===== src/rtl/kypd_pkg.sv =====
// rtl/kypd_pkg.sv - shared types and constants for the 4x4 keypad scanner
// Contents: debounce state enum, row/column counts, and the key-map lookup
// indexed by {column, row}.
package kypd_pkg;

  localparam int NUM_COLS = 4;
  localparam int NUM_ROWS = 4;

  typedef enum logic [1:0] {
    RELEASED    = 2'd0,
    PRESS_DEB   = 2'd1,
    HELD        = 2'd2,
    RELEASE_DEB = 2'd3
  } deb_state_t;

  // Nibble {c,r} holds the key code for row r, column c.
  localparam logic [63:0] KEY_MAP = {
    4'hD, 4'hC, 4'hB, 4'hA,   // col3, rows 3..0
    4'hE, 4'h9, 4'h6, 4'h3,   // col2
    4'hF, 4'h8, 4'h5, 4'h2,   // col1
    4'h0, 4'h7, 4'h4, 4'h1    // col0
  };

  function automatic logic [3:0] key_code(input logic [3:0] idx);
    return KEY_MAP[{idx, 2'b00} +: 4];
  endfunction

endpackage


===== src/rtl/sync2.sv =====
// rtl/sync2.sv - generic N-bit two-flop synchroniser
// Ports: clk, rst (async, active-high), d (asynchronous input), q (synchronised).
module sync2 #(
  parameter int WIDTH = 1
) (
  input  logic             clk,
  input  logic             rst,
  input  logic [WIDTH-1:0] d,
  output logic [WIDTH-1:0] q
);

  logic [WIDTH-1:0] meta;

  always_ff @(posedge clk or posedge rst) begin
    if (rst) begin
      meta <= '0;
      q    <= '0;
    end else begin
      meta <= d;
      q    <= meta;
    end
  end

endmodule


===== src/rtl/kypd_scan.sv =====
// rtl/kypd_scan.sv - 4x4 matrix keypad scanner with frame debouncer
// Ports: clk, rst (async, active-high), row (active-low, async),
// col (one-cold drive), key (last accepted code), key_valid (accept pulse),
// key_down (high from accept until release is debounced).
module kypd_scan
  import kypd_pkg::*;
#(
  parameter int SCAN_CYCLES     = 12000,
  parameter int DEBOUNCE_FRAMES = 10
) (
  input  logic                clk,
  input  logic                rst,
  input  logic [NUM_ROWS-1:0] row,
  output logic [NUM_COLS-1:0] col,
  output logic [3:0]          key,
  output logic                key_valid,
  output logic                key_down
);

  localparam int DW = $clog2(SCAN_CYCLES);
  localparam int CW = $clog2(DEBOUNCE_FRAMES + 1);
  localparam logic [DW-1:0] DWELL_LAST = DW'(SCAN_CYCLES - 1);
  localparam logic [CW-1:0] CNT_LAST   = CW'(DEBOUNCE_FRAMES);
  localparam logic [CW-1:0] CNT_ONE    = CW'(1);

  logic [NUM_ROWS-1:0] row_s;

  sync2 #(.WIDTH(NUM_ROWS)) u_row_sync (
    .clk (clk),
    .rst (rst),
    .d   (row),
    .q   (row_s)
  );

  // Scanner: dwell on each column, sample rows on the last dwell cycle.
  logic [DW-1:0] dwell;
  logic [1:0]    c;
  logic [15:0]   frame;
  logic          frame_rdy;
  logic          sample;

  assign sample = (dwell == DWELL_LAST);
  assign col    = ~(4'b0001 << c);

  always_ff @(posedge clk or posedge rst) begin
    if (rst) begin
      dwell     <= '0;
      c         <= '0;
      frame     <= '0;
      frame_rdy <= 1'b0;
    end else begin
      // frame_rdy marks the evaluation cycle right after the column-3 sample;
      // the next column-0 sample is at least 3 cycles away, so clearing here
      // never collides with a sample write.
      frame_rdy <= sample && (c == 2'd3);
      if (frame_rdy)
        frame <= '0;
      if (sample) begin
        dwell                  <= '0;
        c                      <= c + 2'd1;
        frame[{c, 2'b00} +: 4] <= ~row_s;
      end else begin
        dwell <= dwell + 1'b1;
      end
    end
  end

  // Classifier: bit index {c,r} of a lone set bit is directly the key-map index.
  logic [4:0] n_set;
  logic [3:0] hit;
  logic       f_empty;
  logic       f_single;
  logic [3:0] k;

  always_comb begin
    n_set = '0;
    hit   = '0;
    for (int i = 0; i < 16; i++) begin
      if (frame[i]) begin
        n_set = n_set + 5'd1;
        hit   = 4'(i);
      end
    end
  end

  assign f_empty  = (n_set == 5'd0);
  assign f_single = (n_set == 5'd1);
  assign k        = key_code(hit);

  // Debounce FSM.
  deb_state_t    state, state_n;
  logic [CW-1:0] cnt, cnt_n;
  logic [3:0]    cand, cand_n;
  logic          accept, rel_done;

  always_ff @(posedge clk or posedge rst) begin
    if (rst) begin
      state     <= RELEASED;
      cnt       <= '0;
      cand      <= '0;
      key       <= '0;
      key_valid <= 1'b0;
      key_down  <= 1'b0;
    end else begin
      state     <= state_n;
      cnt       <= cnt_n;
      cand      <= cand_n;
      key_valid <= accept;
      if (accept) begin
        key      <= cand_n;
        key_down <= 1'b1;
      end else if (rel_done) begin
        key_down <= 1'b0;
      end
    end
  end

  always_comb begin
    state_n  = state;
    cnt_n    = cnt;
    cand_n   = cand;
    accept   = 1'b0;
    rel_done = 1'b0;
    if (frame_rdy) begin
      unique case (state)
        RELEASED: begin
          if (f_single) begin
            cand_n = k;
            cnt_n  = CNT_ONE;
            if (DEBOUNCE_FRAMES == 1) begin
              accept  = 1'b1;
              cnt_n   = '0;
              state_n = HELD;
            end else begin
              state_n = PRESS_DEB;
            end
          end
        end
        PRESS_DEB: begin
          if (f_single && (k == cand)) begin
            cnt_n = cnt + 1'b1;
            if (cnt_n == CNT_LAST) begin
              accept  = 1'b1;
              cnt_n   = '0;
              state_n = HELD;
            end
          end else if (f_single) begin
            cand_n = k;
            cnt_n  = CNT_ONE;
          end else begin
            cnt_n   = '0;
            state_n = RELEASED;
          end
        end
        HELD: begin
          // Roll-over and extra keys are deliberately ignored here.
          if (f_empty) begin
            cnt_n = CNT_ONE;
            if (DEBOUNCE_FRAMES == 1) begin
              rel_done = 1'b1;
              cnt_n    = '0;
              state_n  = RELEASED;
            end else begin
              state_n = RELEASE_DEB;
            end
          end
        end
        RELEASE_DEB: begin
          if (f_empty) begin
            cnt_n = cnt + 1'b1;
            if (cnt_n == CNT_LAST) begin
              rel_done = 1'b1;
              cnt_n    = '0;
              state_n  = RELEASED;
            end
          end else begin
            cnt_n   = '0;
            state_n = HELD;
          end
        end
        default: state_n = RELEASED;
      endcase
    end
  end

endmodule

===== config.mk =====
export PLATFORM = sky130hd
export DESIGN_NAME = kypd_scan
export DESIGN_NICKNAME = d
export VERILOG_FILES = /design/src/rtl/kypd_pkg.sv /design/src/rtl/sync2.sv /design/src/rtl/kypd_scan.sv
export SDC_FILE = /design/constraint.sdc
export NUM_CORES = 1
export LEC_CHECK = 0
export CAP_MARGIN = 30
export CELL_PAD_IN_SITES_DETAIL_PLACEMENT = 1
export CELL_PAD_IN_SITES_GLOBAL_PLACEMENT = 1
export CORE_MARGIN = 1
export CORE_UTILIZATION = 48
export DETAILED_ROUTE_END_ITERATION = 10
export GPL_ROUTABILITY_DRIVEN = 0
export GPL_TIMING_DRIVEN = 0
export PLACE_DENSITY = 0.8
export SYNTH_ARGS = -nofsm -noshare
export SYNTH_HDL_FRONTEND = slang
export SYNTH_SLANG_ARGS = --single-unit

===== constraint.sdc =====
create_clock -name clk -period 13 [get_ports clk]
set_clock_uncertainty 0.05 [all_clocks]
set_input_delay 2.6 -clock clk [delete_from_list [all_inputs] [get_ports clk]]
set_output_delay 2.6 -clock clk [all_outputs]
set_load 0.005 [all_outputs]

== Word-level counts from Yosys, hierarchy flattened ==
Index checks and enable logic that the tools add are counted.
Operators by class
  bitwise gates (word level): 2
  muxes and demuxes: 63
  equality and inequality tests: 13
  $add $sub $neg: 19
  reduce and logical (&&, ||, !) cells: 7
  shift-type cells: 4
Operators with widths (count)
  $mux 4: 22
  $add 5x1->5 const B: 15
  $mux 5: 15
  $shiftx 64x7->4 const A: 1
  $mux 16: 2
  $bwmux 16: 1
  $pmux 4 s4: 1
  $shift 4x6->16 const A: 1
  $shiftx 4x6->16: 1
  $add 14x1->14 const B: 1
  $eq 14x14->1 const B: 1
  $mux 14: 1
  $mux 2: 7
  $mux 1: 12
  $ne 3x3->1 const B: 3
  $not 4->4: 2
  $pmux 2 s4: 1
  $pmux 4 s2: 1
  $eq 2x2->1 const B: 3
  $neg 4->6: 1
  $reduce_and 6->1: 1
  $eq 5x1->1 const B: 1
  $logic_not 5->1: 1
  $add 4x1->4 const B: 1
  10 further kinds: 12
Storage, ports and cells
  register bits after elaboration: 57
  input port bits: 6
  logic and storage cells: 120
  output and inout port bits: 10

== Depth between registers and ports, before layout ==
Gate-level depths: netlist (run 1).
  depth after elaboration: 37
  gate-level depth with buffers: 52
  gate-level depth less buffers: 52

== Cells and area by module ==
A second synthesis (run 1) with hierarchy kept.
Unflattened totals
  cells, all modules: 490
  area, all modules: 4478.0 um^2
Modules (own cells, without submodules)
  kypd_scan: seq. area each 1226.2 um^2, cells each 481, area an instance 4274.1 um^2, instances 1
  sync2: seq. area each 200.2 um^2, cells each 9, area an instance 203.9 um^2, instances 1

== Least setup slack after synthesis (run 1) ==
Ideal clock, no wire load.
  path type: register -> register
  from: reg frame[0]
  to: reg key[1]
  arrival: 9921 ps
  setup slack: 2904 ps
  setup time: 125 ps
  required time: 12825 ps
  clock period less this slack: 10096 ps
  buffers on the path: 0
  stages on the path, launching flop included: 52
  cell sequence: dfrtp_1 ha_1 or2_2 nand2_1 inv_1 ha_1 nand2_1 o21ai_0 ha_1 mux2_2 ha_1 a32oi_1 nand2_1 ha_1 nand2b_1 o21a_1 ha_1 mux2i_1 [16 not listed] nand2b_1 o21a_1 ha_1 nand2b_1 o221ai_1 inv_1 ha_1 nand2_1 o21ai_0 ha_1 nand2b_1 o32a_1 nor3_1 nand3_1 or3b_1 mux2i_1 mux2_2 mux2_4
On the way
  word-level cells in the longest chain between the ends: 36
  elaborated cells between the ends (all ways): 40
  those cells by class: add/sub (15); eq/ne (1); mux (23); reduce/logical (1)
Ends and longest elaborated chain
  from (decl): line kypd_scan.sv:38  | logic [15:0] frame;
  from (signal, indexed assignment): line kypd_scan.sv:61  | frame[{c, 2'b00} +: 4] <= ~row_s;
  $mux 1 (*): line kypd_scan.sv:79  | if (frame[i]) begin
  $add 5x1->5: line kypd_scan.sv:80  | n_set = n_set + 5'd1;
  $mux 5 (*): line kypd_scan.sv:79
  $add 5x1->5: line kypd_scan.sv:80
  $mux 5 (*): line kypd_scan.sv:79
  $add 5x1->5: line kypd_scan.sv:80
  $mux 5 (*): line kypd_scan.sv:79
  $add 5x1->5: line kypd_scan.sv:80
  [21 not listed]
  $add 5x1->5: line kypd_scan.sv:80
  $mux 5 (*): line kypd_scan.sv:79
  $eq 5x1->1 (*): line kypd_scan.sv:87  | assign f_single = (n_set == 5'd1);
  $mux 4 or $logic_and 1x1->1 (tied branches): line kypd_scan.sv:127, kypd_scan.sv:147, kypd_scan.sv:140
  $mux 4: line kypd_scan.sv:140  | if (f_single && (k == cand)) begin
  $pmux 4 s2 (*): line kypd_scan.sv:125  | unique case (state)
  $mux 4 (*): line kypd_scan.sv:124  | if (frame_rdy) begin
  named net cand_n[1]: line kypd_scan.sv:93  | logic [3:0] cand, cand_n;
  to (signal assigned): line kypd_scan.sv:110  | key <= cand_n;
  to (decl): line kypd_scan.sv:15  | output logic [3:0] key,
The timed path passes the listed nets; every way through them passes the cells marked *.
A chain may end at the register's enable or synchronous reset.

== Worst setup path in the final report (run 1) ==
Same ends and word-level chain as after synthesis.

==> summary.md, run 1 <==
| Metric | Value |
|---|---|
| Status | `complete, no violations` |
| Total Die Area | `10200 um^2` |
| Total routing usage reported by global routing | `0.260` |
| Later-pin clock latency in the skew report | `350 ps` |
| Switching share of power | `0.224` |
| Clock tree sinks | `57` |
| FFs w/ async S/R, synth | `1.00` |
| Dominant cell type by count on the critical path | `sky130_fd_sc_hd__ha_1` |
| DRC Markers | `0` |
| Cell leakage power | `2.42 nW` |
| Yosys warning total | `0` |
| PortBufs | `15` |
| Crit path DAT | `11590 ps` |
| Wirelength, routed | `11900 um` |
| Cell with the most instances after synthesis | `sky130_fd_sc_hd__dfrtp_1` |
| Net Switching | `0.0834 mW` |
| Aggregate global routing overflow | `0` |
| Shortest period the worst path allows | `11400 ps` |
| First-iteration detailed-routing DRC count | `117` |
| Hold depth | `0` |
| Netlist Area Pre-Place | `4710 um^2` |
| Synth Area per Inst | `8.91 um^2` |
| Share of the synthesized area in the top cell type | `0.303` |
| Number of hold-repair buffers added at the cts stage | `0` |
| Cell types occupying the most area after synthesis | `sky130_fd_sc_hd__dfrtp_1 30%, sky130_fd_sc_hd__ha_1 6.4%, sky130_fd_sc_hd__xor2_1 5.6%` |
| Start point of the critical path | `frame[0]` |
| Number of iterations in the first detailed-routing pass | `4` |
| Cell taking the most area after synthesis | `sky130_fd_sc_hd__dfrtp_1` |
| Fraction of final layout cells sized beyond drive strength 1 | `0.0961` |
| Distinct cells, synth | `76` |
| Count of antenna-violating nets left after detailed routing | `0` |
| Maxcap violations | `0` |
| Post-DP HPWL | `8920 um` |
| Setup-violating endpoint count in the final report | `0` |
| Critical Path End Type | `flip-flop` |
| List of most frequent post-synthesis cells | `57 x sky130_fd_sc_hd__dfrtp_1, 46 x sky130_fd_sc_hd__nand2_1, 40 x sky130_fd_sc_hd__nor2_1` |
| Path class of the lowest-slack min-delay path | `reg -> reg` |
| Share of total power in the clock network | `0.500` |
| CTS clock-pin slew for the worst setup and hold paths | `70 ps` |
| Worst reg2reg path startpoint | `frame[0]` |
| Cells after Synth | `529` |
| Met2 routed WL | `6130 um` |
| Final number of max-transition violations | `0` |
| Average via count per standard cell | `5.75` |
| Dominant register cell in the synthesized netlist | `sky130_fd_sc_hd__dfrtp_1` |
| Setup Buffers After CTS | `0` |
| Worst slew margin | `0.344` |
| Area of the core | `9370 um^2` |
| Met1 wire length | `5420 um` |
| Area added between synthesis and finish | `11.8%` |
| Worst path required time | `13190 ps` |
| Starting density of the core | `0.503` |
| Met3 Wirelength | `235 um` |
| Number of synthesized flops with an enable pin | `0` |
| Pin count of the biggest net entering global routing | `33` |
| Multi-input gate area | `3090 um^2` |
| Hold path start | `u_row_sync.meta[1]` |
| Placement row count | `35` |
| Number of clock buffers inserted by TritonCTS | `9` |
| Chip Width | `101 um` |
| Launching element type of the critical path | `flip-flop` |
| Critical Path Slowest Stage Cell | `sky130_fd_sc_hd__or3b_1` |
| Comb pwr share | `0.017` |
| Max frequency | `0.0877 GHz` |
| Capture endpoint of the worst hold path | `u_row_sync.q[1]` |
| Total number of H-tree levels | `3` |
| Worst reg2reg path depth | `51` |
| Number of register bits inferred by synthesis | `57` |
| Final cycle utilization of the critical path | `0.877` |
| Nets | `587` |
| Area taken by flip-flops and latches | `1430 um^2` |
| Maximum fanout count along the critical path | `6` |
| Number of fillers in the final layout | `1120` |
| Net Count, Synth | `559` |
| Measured slew at the worst slew-check pin | `976 ps` |
| Post_cts resized | `0` |
| Min setup slack post-route | `1600 ps` |
| Number of hold violations in the final report | `0` |
| RSZ-0062 raised after global routing | `false` |
| Clock root buffer | `sky130_fd_sc_hd__clkbuf_8` |
| Total via count after detailed routing | `3970` |
| Final-layout setup total negative slack | `0 ps` |
| Pint | `0.288 mW` |
| Reg2Reg Capture Point | `key[1]` |
| Die Y | `101 um` |
| Initial antenna violation count | `0` |
| Type of the worst setup path | `reg -> reg` |
| Worst ir drop on vdd | `83.0 uV` |
| Global-route wire length before repair | `20700 um` |
| Number of top-level pins | `16` |
| Setup slack on the worst flop-to-flop path | `1600 ps` |
| Worst setup slack after placement | `1560 ps` |
| Via count of the first global-routing pass | `4285` |
| Power density normalized to cell area | `70.6 nW/um^2` |
| # diodes | `0` |
| Power share of the sequential group | `0.483` |
| Max clock buf depth | `2` |
| Worst path max stage delay | `420 ps` |
| Sequential fraction of the synthesis area | `0.303` |
| Routed wire length per instance | `17.3 um` |
| TritonCTS clock tree | `built` |
| Top sig layer | `met4` |
## state kept, by name, summed over array words and instances (netlist names)
name             count
key                  4
cnt                  4
dwell               14
u_row_sync.meta      4
key_down             1
frame_rdy            1
state                2
u_row_sync.q         4
frame               16
cand                 4
c                    2
key_valid            1
## worst max-delay path: cells and delay by family (launching register included)
family | cells | cell delay (ps)
adders and majority gates | 14 | 4180
AOI/OAI and AO/OA | 13 | 2190
muxes | 5 | 1310
DFF | 1 | 410
and+or+nand+nor | 15 | 2830
buffers and inverters | 4 | 300
## power by group through the flow
stage	clock network, mW	logic (mW)	registers (mW)
floorplan	0	0.00331	0.182
detailed placement	0	0.00669	0.183
global placement	0	0.00576	0.183
global route	0.194	0.00742	0.179
finish	0.186	0.00643	0.179
CTS	0.187	0.00672	0.179
## logic make-up after synthesis
family                     after synthesis  synth area share
AOI/OAI and AO/OA                      100             0.150
xor gates and xnor gates                72             0.174
adders and majority gates               25            0.0661
buffers and inverters                   50            0.0417
DFF                                     57             0.303
muxes                                   17            0.0419
and+or+nand+nor                        208             0.225
## worst max-delay path by stage
stage             end  slack, ps  cells after the start
2_1_floorplan  key[1]       2900                     51
3_3_place_gp   key[3]       1860                     51
3_5_place_dp   key[1]       1560                     51
4_1_cts        key[1]       1510                     51
5_1_grt        key[1]        620                     51
6_report       key[1]       1600                     51
## final cells by class
cell class,instances,share of cell area
multi-input combinational,422,0.587
sequential,57,0.271
timing repair buffer,17,0.0330
tap,129,0.0306
clock buffer,9,0.0235
inverter,30,0.0214
clock inverter,7,0.0180
buffer,20,0.0159
## per-layer routing
metal / vias to the layer above / GRT usage
li1: 1933 / -
met1: 1989 / 0.326
met2: 36 / 0.466
met3: 12 / 0.0291
met4: 0 / 0.0858
met5: - / 0
## per-stage QoR
step | power [mW] | utilization | cell area, um^2 | cells | hold WS [ps]
finish | 0.372 | 0.562 | 5270 | 691 | 296
global route | 0.381 | 0.562 | 5270 | 691 | 306
CTS | 0.373 | 0.562 | 5270 | 691 | 301
detailed placement | 0.189 | 0.539 | 5050 | 675 | 286
global placement | 0.189 | 0.536 | 5030 | 673 | 284
floorplan | 0.186 | - | 4710 | 529 | 281
## layout by cell type (no fill, tap or decap), types with 15 or more instances in the layout
cell,Yosys,final
sky130_fd_sc_hd__clkdlybuf4s50_1,0,15
sky130_fd_sc_hd__ha_1,24,24
sky130_fd_sc_hd__xor2_1,30,30
sky130_fd_sc_hd__dfrtp_1,57,57
sky130_fd_sc_hd__inv_1,29,28
sky130_fd_sc_hd__xnor2_1,27,27
sky130_fd_sc_hd__clkbuf_1,15,15
sky130_fd_sc_hd__nand2b_1,20,20
sky130_fd_sc_hd__a21oi_1,15,15
sky130_fd_sc_hd__nor2_1,40,40
sky130_fd_sc_hd__o21ai_0,26,26
sky130_fd_sc_hd__nand2_1,46,46
sky130_fd_sc_hd__nand3_1,31,31
Power figures use the tool's default switching activity.
==> run 2: changes to the inputs <==
RECOVER_POWER = 100   (was unset)
==> run 2 against run 1 <==
Against the previous run:
- the flow now finishes with violations (capacitance limit, slew limit)
- clock power is essentially flat
- via count shrank 0.68%
- die area is the same
- hold slack gained 1.5 ps
- register-to-register slack lost 150 ps
- core utilization shrank 0.39 points
- combinational power shrank 15%
- final area shrank 0.69%
- critical endpoint unchanged
- largest power group unchanged
- highest routed layer unchanged
==> summary.md, run 2 (synthesis gave the netlist of run 1 again) <==
| Metric | Value |
|---|---|
| Worst reg2reg path depth | `51` |
| Total via count after detailed routing | `3943` |
| Path class of the lowest-slack min-delay path | `reg -> reg` |
| Total stage count of the critical path | `51` |
| Clock root buffer | `sky130_fd_sc_hd__clkbuf_8` |
| Total Die Area | `10200 um^2` |
| Fraction of final layout cells sized beyond drive strength 1 | `0.0747` |
| Register with the highest flop count | `frame` |
| Start point of the critical path | `frame[1]` |
| Final cycle utilization of the critical path | `0.889` |
| Average via count per standard cell | `5.71` |
| First-iteration detailed-routing DRC count | `140` |
| Area taken by flip-flops and latches | `1430 um^2` |
| Switching share of power | `0.223` |
| Worst ir drop on vdd | `83.7 uV` |
| RSZ-0062 raised after global routing | `false` |
| Nets | `587` |
| Violated checks | `capacitance limit, slew limit` |
| Crit path DAT | `11740 ps` |
| Maxcap violations | `1` |
| Share of total power in the clock network | `0.500` |
| Placement row count | `35` |
| Top delay family on crit path | `adder cells` |
| Number of hold-repair buffers added at the cts stage | `0` |
| Power density normalized to cell area | `70.7 nW/um^2` |
| Number of iterations in the first detailed-routing pass | `4` |
| Total routing usage reported by global routing | `0.260` |
| Chip Width | `101 um` |
| DRC Markers | `0` |
| Final number of max-transition violations | `33` |
| Number of flip-flops in the largest register | `16` |
| Count of antenna-violating nets left after detailed routing | `0` |
| Area added between synthesis and finish | `11.0%` |
| Comb pwr share | `0.015` |
| Max clock buf depth | `2` |
| Most frequent cells in the layout | `57 x sky130_fd_sc_hd__dfrtp_1, 46 x sky130_fd_sc_hd__nand2_1, 40 x sky130_fd_sc_hd__nor2_1` |
| Setup slack on the worst flop-to-flop path | `1450 ps` |
| Routed wire length per instance | `17.3 um` |
| Initial antenna violation count | `0` |
| Status | `finished, violations left` |
| Setup-violating endpoint count in the final report | `0` |
| Cell leakage power | `2.41 nW` |
| Number of fillers in the final layout | `1126` |
| Setup Buffers After CTS | `0` |
| Dominant cell type by count on the critical path | `sky130_fd_sc_hd__ha_1` |
| Clock tree sinks | `57` |
| Pint | `0.288 mW` |
| Type of the worst setup path | `reg -> reg` |
| PortBufs | `15` |
| Number of hold violations in the final report | `0` |
| Capture point of the worst path | `key[1]` |
| Wirelength, routed | `12000 um` |
| Starting density of the core | `0.503` |
| Worst slew margin | `-0.139` |
| Maximum fanout count along the critical path | `6` |
| Aggregate global routing overflow | `0` |
| Final-layout setup total negative slack | `0 ps` |
| Reg2Reg Capture Point | `key[1]` |
| Worst path required time | `13180 ps` |
| TritonCTS clock tree | `built` |
| Pin count of the biggest net entering global routing | `33` |
| Later-pin clock latency in the skew report | `350 ps` |
| Critical Path Slowest Stage Cell | `sky130_fd_sc_hd__dfrtp_1` |
| Worst reg2reg path startpoint | `frame[1]` |
| Shortest period the worst path allows | `11550 ps` |
| DP Area | `5050 um^2` |
| Largest registers | `frame (16), dwell (14)` |
| Multi-input gate area | `3070 um^2` |
| Power share of the sequential group | `0.485` |
| CTS clock-pin slew for the worst setup and hold paths | `70 ps` |
| Most frequent standard cell in the layout excluding fill and tap cells | `sky130_fd_sc_hd__dfrtp_1` |
| Die Y | `101 um` |
| Worst path buffer plus inverter count | `4` |
| Net Switching | `0.0825 mW` |
| Global-route wire length before repair | `20700 um` |
| Total number of H-tree levels | `3` |
| # diodes | `0` |
| Post_cts resized | `0` |
| Max frequency | `0.0866 GHz` |
| Post-route cell area | `5230 um^2` |
| Measured slew at the worst slew-check pin | `1710 ps` |
| Number of clock buffers inserted by TritonCTS | `9` |
| Critical Path End Type | `flip-flop` |
| Post-DP HPWL | `8920 um` |
| Via count of the first global-routing pass | `4285` |
| Launching element type of the critical path | `flip-flop` |
| Number of top-level pins | `16` |
| Area of the core | `9370 um^2` |
| Worst path max stage delay | `420 ps` |
==> run 2: changes by cell type in the layout (fill, tap and decap cells not counted), moves of 2 or more <==
cell,previous run,this run
sky130_fd_sc_hd__mux2_1,0,7
sky130_fd_sc_hd__clkdlybuf4s50_1,15,0
sky130_fd_sc_hd__mux2_2,6,2
sky130_fd_sc_hd__mux2_4,4,1
sky130_fd_sc_hd__clkbuf_1,15,17
sky130_fd_sc_hd__dlygate4sd3_1,0,15
==> run 2: how the worst min path moves through the flow <==
stage          slack, ps               start  cells past startpoint         endpoint
6_report             300  u_row_sync.meta[3]                      0  u_row_sync.q[3]
5_1_grt              310  u_row_sync.meta[3]                      0  u_row_sync.q[3]
4_1_cts              300  u_row_sync.meta[3]                      0  u_row_sync.q[3]
3_5_place_dp         290  u_row_sync.meta[3]                      0  u_row_sync.q[3]
3_3_place_gp         280  u_row_sync.meta[0]                      0  u_row_sync.q[0]
2_1_floorplan        280  u_row_sync.meta[0]                      0  u_row_sync.q[0]
==> run 2: layout make-up <==
class,count,area share
plain buffers,20,0.0158
clock buffers,9,0.0237
clock inverters,7,0.0182
inverters,30,0.0215
multi-input cells,422,0.587
flip-flops and latches,57,0.273
well taps,129,0.0308
repair buffers,17,0.0301
==> run 2: power by group through the flow <==
stage,combinational (mW),sequential (mW),clock (mW)
final,0.00547,0.179,0.185
after global routing,0.00644,0.179,0.194
after CTS,0.00672,0.179,0.187
after detailed placement,0.00669,0.183,0
after global placement,0.00576,0.183,0
after floorplan,0.00331,0.182,0
==> run 2: layer usage <==
layer	track usage	wire, um
met5	0	0
met4	0.0858	171
met3	0.0291	197
met2	0.466	6080
met1	0.326	5520
==> run 2: through the flow <==
step	util	std cells	hold slack, ps	total power [mW]	setup WS [ps]
after floorplan	-	529	281	0.186	2900
after global placement	0.536	673	284	0.189	1860
after detailed placement	0.539	675	286	0.189	1560
after CTS	0.562	691	301	0.373	1510
after global routing	0.558	691	306	0.380	495
final	0.558	691	298	0.370	1450
==> run 2: worst register-to-register path: cells and delay by family, from the launching register on <==
kind	cells	cell delay [ps]
AND/OR/NAND/NOR	15	2840
buffers and inverters	4	320
adder cells (fa/ha/maj)	14	4200
AO/OA/AOI/OAI	13	2270
multiplexers	5	1340
flip-flops	1	420
==> run 3: changes to the inputs <==
CORE_UTILIZATION = 30   (was 48)
PLACE_DENSITY = 0.55   (was 0.8)
==> run 3 against run 2 <==
Against the previous run:
- the flow still finishes with violations (capacitance limit, slew limit)
- combinational power about the same
- routed wire length decreased by 1.6%
- maximum frequency decreased by 1.2%
- sequential power about the same
- first-iteration DRC count increased by 23%
- highest routed layer unchanged
- cell count increased by 12%
- sequential share of layout area decreased by 0.99 points
- critical path type unchanged
- critical path depth unchanged
- die area increased by 59%
- sequential cell count unchanged
- largest cell class unchanged
- critical endpoint unchanged
- count of clock-buffer cells in the layout unchanged
- core utilization decreased by 20 points
==> summary.md, run 3 (synthesis gave the netlist of run 1 again) <==
| Metric | Value |
|---|---|
| Register with the highest flop count | `frame` |
| Number of top-level pins | `16` |
| Power share of the sequential group | `0.428` |
| Measured slew at the worst slew-check pin | `1510 ps` |
| Die Y | `127 um` |
| Capture point of the worst path | `key[1]` |
| Total via count after detailed routing | `3877` |
| Count of placed standard cells in the final layout, fillers left out | `773` |
| Area of the core | `15300 um^2` |
| Wirelength, routed | `11800 um` |
| Pint | `0.330 mW` |
| Aggregate global routing overflow | `0` |
| Net Switching | `0.0904 mW` |
| Total routing usage reported by global routing | `0.162` |
| Worst reg2reg path depth | `51` |
| Switching share of power | `0.215` |
| Launching element type of the critical path | `flip-flop` |
| Clock tree sinks | `57` |
| Critical Path Slowest Stage Cell | `sky130_fd_sc_hd__or3b_1` |
| Chip Width | `127 um` |
| Hold Worst Slack | `300 ps` |
| Number of flip-flops in the largest register | `16` |
| PortBufs | `15` |
| Max frequency | `0.0855 GHz` |
| Average via count per standard cell | `5.02` |
| Worst slew margin | `-0.00766` |
| Nets | `587` |
| Global-route wire length before repair | `20900 um` |
| Share of total power in the clock network | `0.559` |
| TritonCTS clock tree | `built` |
| Worst reg2reg path startpoint | `frame[1]` |
| Setup-violating endpoint count in the final report | `0` |
| Post-DP HPWL | `9140 um` |
| Pin count of the biggest net entering global routing | `31` |
| Final-layout setup total negative slack | `0 ps` |
| Number of hold-repair buffers added at the cts stage | `0` |
| Worst ir drop on vdd | `93.2 uV` |
| Via count of the first global-routing pass | `4160` |
| Dominant cell type by count on the critical path | `sky130_fd_sc_hd__ha_1` |
| Power density normalized to cell area | `77.4 nW/um^2` |
| Top delay family on crit path | `adder cells` |
| Total number of H-tree levels | `3` |
| Max clock buf depth | `2` |
| Start point of the critical path | `frame[1]` |
| Placement row count | `45` |
| Worst path required time | `13150 ps` |
| RSZ-0062 raised after global routing | `false` |
| Setup slack on the worst flop-to-flop path | `1300 ps` |
| Number of iterations in the first detailed-routing pass | `4` |
| Final number of max-transition violations | `29` |
| Violated checks | `capacitance limit, slew limit` |
| Status | `finished, violations left` |
| CTS clock-pin slew for the worst setup and hold paths | `50 ps` |
| Comb pwr share | `0.013` |
| Most frequent standard cell in the layout excluding fill and tap cells | `sky130_fd_sc_hd__dfrtp_1` |
| Type of the worst setup path | `reg -> reg` |
| Area added between synthesis and finish | `15.2%` |
| Number of hold violations in the final report | `0` |
| Post_cts resized | `0` |
| Maximum fanout count along the critical path | `6` |
| Shortest period the worst path allows | `11700 ps` |
| Fraction of final layout cells sized beyond drive strength 1 | `0.0783` |
| Largest registers | `frame (16), dwell (14)` |
| Final cycle utilization of the critical path | `0.900` |
| Worst path max stage delay | `440 ps` |
| # diodes | `0` |
| Routed wire length per instance | `15.2 um` |
| Starting density of the core | `0.309` |
| Critical Path End Type | `flip-flop` |
| Most frequent cells in the layout | `57 x sky130_fd_sc_hd__dfrtp_1, 46 x sky130_fd_sc_hd__nand2_1, 40 x sky130_fd_sc_hd__nor2_1` |
| Clock root buffer | `sky130_fd_sc_hd__clkbuf_16` |
| Total Die Area | `16200 um^2` |
| Initial antenna violation count | `0` |
| Number of clock buffers inserted by TritonCTS | `9` |
| Reg2Reg Capture Point | `key[1]` |
| Count of antenna-violating nets left after detailed routing | `0` |
| DRC Markers | `0` |
| Worst path buffer plus inverter count | `4` |
| Placed cell count | `757` |
| Later-pin clock latency in the skew report | `330 ps` |
| Setup Buffers After CTS | `0` |
| First-iteration detailed-routing DRC count | `172` |
| Maxcap violations | `1` |
| Total stage count of the critical path | `51` |
| Cell leakage power | `2.45 nW` |
| Path class of the lowest-slack min-delay path | `reg -> reg` |
| Crit path DAT | `11850 ps` |
[run 3: cell types whose count changed in the layout (fill, tap and decap cells not counted), sizes merged]
cell	change
clkinv	-1
inv	+2
clkdlybuf4s15	+1
bufinv	-1
clkbuf	-1
[run 3: worst min path at each step]
stage	from	to	cells past startpoint	slack, ps
2_1_floorplan	u_row_sync.meta[0]	u_row_sync.q[0]	0	280
3_3_place_gp	u_row_sync.meta[0]	u_row_sync.q[0]	0	280
3_5_place_dp	u_row_sync.meta[0]	u_row_sync.q[0]	0	290
4_1_cts	u_row_sync.meta[1]	u_row_sync.q[1]	0	300
5_1_grt	u_row_sync.meta[1]	u_row_sync.q[1]	0	320
6_report	u_row_sync.meta[0]	u_row_sync.q[0]	0	300
[run 3: metal layers]
metal | track usage | vias to the layer above | share of wire
met2 | 0.271 | 28 | 0.47
met4 | 0.0434 | 0 | 0.012
met1 | 0.218 | 1893 | 0.50
met3 | 0.0239 | 10 | 0.016
met5 | 0 | - | 0
li1 | - | 1946 | -
[run 3: area by class of cell]
class,count,area (um^2)
Fill cell,1784,9830
Inverter,30,113
Clock buffer,9,225
Sequential cell,57,1430
Multi-Input combinational cell,422,3070
Tap cell,211,264
Timing Repair Buffer,17,165
Buffer,20,83.8
Clock inverter,7,77.6
[run 3: power by group through the flow]
stage	logic [mW]	clock network [mW]	registers (mW)
floorplan	0.00331	0	0.182
global placement	0.00593	0	0.183
detailed placement	0.00693	0	0.183
CTS	0.00692	0.243	0.180
global route	0.00658	0.250	0.180
finish	0.00548	0.235	0.180
[run 3: per-stage QoR]
stage | power (mW) | cell area (um^2) | util | setup slack [ps]
after floorplan | 0.186 | 4710 | - | 2900
after global placement | 0.189 | 5130 | 0.336 | 1720
after detailed placement | 0.190 | 5160 | 0.338 | 1440
after CTS | 0.430 | 5460 | 0.358 | 1380
after global routing | 0.437 | 5430 | 0.356 | 310
final | 0.420 | 5430 | 0.356 | 1300
